### src/rtl/stg_pkg.sv
// Shared sprite/game definitions: player state, playfield limits,
// frame counter width. Used by player, bullet, HUD and hit logic.
package stg_pkg;

   typedef enum logic [1:0] {
      ALIVE,
      HIT,
      INVULN,
      DEAD
   } state_t;

   localparam int MAX_X = 384;
   localparam int MAX_Y = 448;
   localparam int CNT_W = 8;

   // True when a scan position lies inside the visible playfield.
   function automatic logic in_field(
      input logic [9:0] px,
      input logic [9:0] py
   );
      return (px < 10'(MAX_X)) && (py < 10'(MAX_Y));
   endfunction

endpackage

### src/rtl/frame_down_counter.sv
// Loadable down-counter of frames; load wins over tick,
// and the count holds at zero instead of wrapping.
module frame_down_counter
   import stg_pkg::*;
(
   input  logic             clk,
   input  logic             reset,
   input  logic             load,
   input  logic [CNT_W-1:0] load_val,
   input  logic             tick,
   output logic [CNT_W-1:0] count,
   output logic             zero
);

   assign zero = (count == '0);

   // Reload or count down one frame.
   always_ff @(posedge clk) begin
      if (reset) begin
         count <= '0;
      end else if (load) begin
         count <= load_val;
      end else if (tick && !zero) begin
         count <= count - 1'b1;
      end
   end

endmodule

### src/rtl/player_hit_ctrl.sv
// Player hit detection: per-frame overlap resolve, then the
// hit / invulnerability / death sequence plus the lives counter.
module player_hit_ctrl #(
   parameter int LIVES_INIT    = 3,
   parameter int HIT_FRAMES    = 30,
   parameter int INVULN_FRAMES = 120,
   parameter int MAX_X         = stg_pkg::MAX_X,
   parameter int MAX_Y         = stg_pkg::MAX_Y
) (
   input  logic       clk,
   input  logic       reset,
   input  logic [9:0] x,
   input  logic [9:0] y,
   input  logic       player_on,
   input  logic       bullet_on,
   input  logic       frame_tick,
   output logic       collision,
   output logic       invuln_blink,
   output logic       hit_pulse,
   output logic       bullet_clear,
   output logic [2:0] lives,
   output logic       game_over
);

   import stg_pkg::*;

   localparam logic [9:0] X_LIM = 10'(MAX_X);
   localparam logic [9:0] Y_LIM = 10'(MAX_Y);
   localparam logic [2:0] L_INIT = 3'(LIVES_INIT);
   localparam logic [CNT_W-1:0] HIT_LD = CNT_W'(HIT_FRAMES - 1);
   localparam logic [CNT_W-1:0] INV_LD = CNT_W'(INVULN_FRAMES - 1);

   state_t           state;
   logic             latch;
   logic             overlap;
   logic             hit;
   logic             ld;
   logic [CNT_W-1:0] ld_val;
   logic             dec;
   logic [CNT_W-1:0] cnt;
   logic             zero;

   assign overlap = player_on && bullet_on
                 && (x < X_LIM) && (y < Y_LIM);

   // An overlap on the tick cycle still belongs to the ending frame.
   assign hit = latch || overlap;

   frame_down_counter u_cnt (
      .clk      (clk),
      .reset    (reset),
      .load     (ld),
      .load_val (ld_val),
      .tick     (dec),
      .count    (cnt),
      .zero     (zero)
   );

   // Counter control: reload on state entry, count down per frame.
   always_comb begin
      ld     = 1'b0;
      ld_val = '0;
      dec    = 1'b0;
      if (frame_tick) begin
         unique case (state)
            ALIVE: begin
               if (hit && lives != 3'd1) begin
                  ld     = 1'b1;
                  ld_val = HIT_LD;
               end
            end
            HIT: begin
               if (zero) begin
                  ld     = 1'b1;
                  ld_val = INV_LD;
               end else begin
                  dec = 1'b1;
               end
            end
            INVULN: dec = !zero;
            DEAD: ;
            default: ;
         endcase
      end
   end

   // Overlap latch: accumulates over a frame only while ALIVE.
   always_ff @(posedge clk) begin
      if (reset) begin
         latch <= 1'b0;
      end else if (state != ALIVE || frame_tick) begin
         latch <= 1'b0;
      end else if (overlap) begin
         latch <= 1'b1;
      end
   end

   // Hit sequence FSM with registered outputs.
   always_ff @(posedge clk) begin
      if (reset) begin
         state        <= ALIVE;
         lives        <= L_INIT;
         collision    <= 1'b0;
         invuln_blink <= 1'b0;
         hit_pulse    <= 1'b0;
         bullet_clear <= 1'b0;
         game_over    <= 1'b0;
      end else begin
         hit_pulse    <= 1'b0;
         bullet_clear <= 1'b0;
         collision    <= (state == HIT) || (state == DEAD);
         game_over    <= (state == DEAD);
         invuln_blink <= (state == INVULN) && cnt[3];
         if (frame_tick) begin
            unique case (state)
               ALIVE: begin
                  if (hit && lives != 3'd0) begin
                     lives        <= lives - 3'd1;
                     hit_pulse    <= 1'b1;
                     bullet_clear <= 1'b1;
                     state        <= (lives == 3'd1) ? DEAD : HIT;
                  end
               end
               HIT: begin
                  if (zero) state <= INVULN;
               end
               INVULN: begin
                  if (zero) state <= ALIVE;
               end
               DEAD: ;
               default: state <= ALIVE;
            endcase
         end
      end
   end

endmodule

### config.mk
export PLATFORM = sky130hd
export DESIGN_NAME = player_hit_ctrl
export DESIGN_NICKNAME = d
export VERILOG_FILES = /design/src/rtl/stg_pkg.sv /design/src/rtl/frame_down_counter.sv /design/src/rtl/player_hit_ctrl.sv
export SDC_FILE = /design/constraint.sdc
export NUM_CORES = 1
export LEC_CHECK = 0
export ABC_CLOCK_PERIOD_IN_PS = 5510
export CAP_MARGIN = 5
export CORE_UTILIZATION = 25
export DETAILED_ROUTE_END_ITERATION = 10
export SYNTH_ARGS = -nofsm -noshare
export SYNTH_HDL_FRONTEND = slang
export SYNTH_SLANG_ARGS = --single-unit
export TNS_END_PERCENT = 50
### constraint.sdc
create_clock -name clk -period 5.51 [get_ports clk]
set_clock_uncertainty 0.2 [all_clocks]
set_input_delay 1.102 -clock clk [delete_from_list [all_inputs] [get_ports clk]]
set_output_delay 1.102 -clock clk [all_outputs]
set_load 0.005 [all_outputs]
==> impl_results.md <==
- Outcome: complete, no violations
- Final hold violation count: 0
- GRT overflow: 0
- Fmax: 333 MHz
- # hold bufs at CTS: 0
- Net count after synthesis: 146
- Slew headroom: 46.8%
- Leakage: 0.490 nW
- Placed Cells: 177
- GRT Overall Usage: 10.1%
- Register area share after synthesis: 34.7%
- Post-CTS Setup Inserts: 0
- RSZ-0062 raised after global routing: no
- Row count: 23
- Syn Std Cell Area: 0.00104 sq mm
- CTS tree: built
- Pre-CTS setup slack: 2.18 ns
- Non-Filler Instances: 181
- Max-Cap Viols: 0
- Pins over their slew limit: 0
- Root Driver: clkbuf_8
- EDFF count, synth: 0
- Top_reg_cell synth: dfxtp_1
- Combinational Power Share: 13.4%
- Largest family of logic cells by synthesized area: simple AND/OR/NAND/NOR gates
- Internal: 0.216 mW
- DRC errors left: 0
- Worst Path Required: 5.44 ns
- Crit Path Max Fanout: 11
- Sequential power share: 48.0%
- Vias in the first global route: 807
- Clock share of power: 38.5%
- NetSw: 0.0697 mW
- Clk_lat worst skew: 0.25 ns
- Die Ht: 66.5 microns
- Final WL: 2110 microns
- Cts repair resizes: 0
- Post-Synth XOR/XNOR Area: 4.21%
- Io pins: 33
- Cells after Synth: 112
- Asr flop ratio synth: 0%
- Maximum vdd drop: 0.0863 mV
- Largest net degree at the start of global routing: 23
- Tmin final: 3.00 ns
- Final worst setup slack: 2.51 ns
- Drt wl/cell: 11.6 microns
- PD cells: 215 mW/mm^2
- Number of synthesis warnings: 0
- Hpwl dp: 1580 microns
- Synth cell types: 38
- Nets: 166
- Pin slew with the least headroom to its limit: 0.799 ns
- Gpl congestion: 0.825
- Share of cells above drive strength 1: 10.7%
- Vias/cell: 4.70
- Core footprint: 0.00400 sq mm
- Mux contribution to synthesized area: 5.17%
- Sw Share: 24.4%
- Initial core utilization: 26.0%
- First DRT Iteration DRCs: 21
- Total power: 0.285 mW
- CTS Buf Count: 3
- Via count: 851
- First-pass GRT wire length: 3470 microns
- CTS sink count: 18
- Die ar.: 0.00442 sq mm
- Setup TNS: 0 ns
- # diodes: 0
- Startpoint types: input port
- Post-Syn Area per Cell: 9.28 sq um
- Final setup violation count: 0
- Register area: 360 sq um
- CTS Buffer Depth: 2
- Filler Cells Inserted: 397
- Period utilization: 54.5%
- Setup CP Type: in2reg
- Arrival @ worst endpoint: 2.94 ns
- Initial antenna violation count: 0
- Synth Area in Simple Gates: 23.6%
- H-Tree Level Count: 1
- Area Growth Syn to Fin: 27.7%
- Drt first pass iters: 4
- Post-Synth Adder-Cell Area: 10.8%
- #FFs+latches synth: 18
- Worst min-delay path class: reg2reg
- Post-route ant nets: 0
- Die W: 66.5 microns
- Compound-Gate Fraction of Synth Area: 16.7%
- Multi-input logic area: 629 sq um
- Buffers on Ports: 19
- Setup crit end kind: register
- Clock slew at reported path FFs: 0.07 ns
[worst max-delay path: stages]
cell and delay (ns):
clkdlybuf4s50_1 0.45, and4bb_1 0.20, a21oi_1 0.62, nor3_1 0.10
or3b_2 0.46
[cells in the mapped netlist (2+ instances only)]
master / n / area [sq um]
nor3b_2: 2 / 25.0
nor2_1: 12 / 45.0
a21oi_1: 8 / 40.0
dfxtp_1: 18 / 360
a21oi_2: 2 / 17.5
nand2_1: 2 / 7.51
ha_1: 9 / 113
nand3_1: 2 / 10.0
o22ai_1: 3 / 18.8
mux2i_1: 2 / 20.0
o21ai_0: 3 / 15.0
nor4_1: 3 / 18.8
or3_1: 2 / 12.5
nand2b_1: 2 / 12.5
inv_1: 8 / 30.0
mux2_1: 3 / 33.8
xnor2_1: 5 / 43.8
clkbuf_1: 2 / 7.51
and4bb_1: 2 / 25.0
or2_2: 2 / 12.5
nor2b_1: 3 / 18.8
[cell usage in the layout (no fill, tap or decap), types with 3 or more instances in the layout]
| cell type | count |
|---|---|
| clkdlybuf4s50_1 | 19 |
| dfxtp_1 | 18 |
| nor2_1 | 12 |
| ha_1 | 9 |
| inv_1 | 8 |
| a21oi_1 | 8 |
| xnor2_1 | 5 |
| clkbuf_8 | 4 |
| mux2_1 | 3 |
| o22ai_1 | 3 |
| nor2b_1 | 3 |
| o21ai_0 | 3 |
| nor4_1 | 3 |
[metal layers]
metal / track usage, % / up-vias / part of all wire (%)
met3: 1.71 / 2 / 2.8
met2: 18.6 / 11 / 53
met1: 11.8 / 399 / 44
met5: 0 / - / 0
li1: - / 439 / -
met4: 3.19 / 0 / 0.38
[per-stage QoR]
| stage | hold slack, ns | instance area, sq um | utilization, % |
|---|---|---|---|
| after detailed placement | 0.314 | 1270 | 31.8 |
| after global routing | 0.350 | 1330 | 33.2 |
| after global placement | 0.296 | 1270 | 31.8 |
| after floorplan | 0.283 | 1040 | - |
| after CTS | 0.326 | 1330 | 33.2 |
| final | 0.323 | 1330 | 33.2 |
[path summary, 6_finish.rpt]
check | startpoint | end | slack (ns) | depth (start not counted)
worst max-delay path | y[9] | lives[0] | 2.51 | 5
worst min-delay path | lives[2] | lives[2] | 0.32 | 2
worst max register to register | u_cnt.count[0] | state[0] | 3.28 | 6
worst min register to register | lives[2] | lives[2] | 0.32 | 2
[state kept, by name, indices dropped and copies added, names as in the netlist]
| signal | flops |
|---|---|
| u_cnt.count | 8 |
| lives | 3 |
| state | 2 |
| bullet_clear | 1 |
| collision | 1 |
| game_over | 1 |
| invuln_blink | 1 |
| latch | 1 |
[layout make-up]
class / count / area share (%)
clock buffers: 4 / 4.15
multi-input cells: 82 / 47.4
flip-flops and latches: 18 / 27.1
inverters: 8 / 2.26
well taps: 50 / 4.71
repair buffers: 19 / 14.3
[power by group through the flow]
stage / Sequential (mW) / Clock, mW / Combinational (mW)
3_3_place_gp: 0.140 / 0 / 0.0374
2_1_floorplan: 0.139 / 0 / 0.0241
6_report: 0.137 / 0.110 / 0.0383
4_1_cts: 0.137 / 0.113 / 0.0386
5_1_grt: 0.138 / 0.119 / 0.0421
3_5_place_dp: 0.140 / 0 / 0.0381
[logic make-up (layout without fill, tap and decap cells)]
family          after synthesis  in the layout
flops                        18             18
mux                           5              5
buf+inv                      12             31
simple gates                 38             38
fa+ha+maj                     9              9
compound gates               25             25
xor+xnor                      5              5
Power figures use the tool's default switching activity.
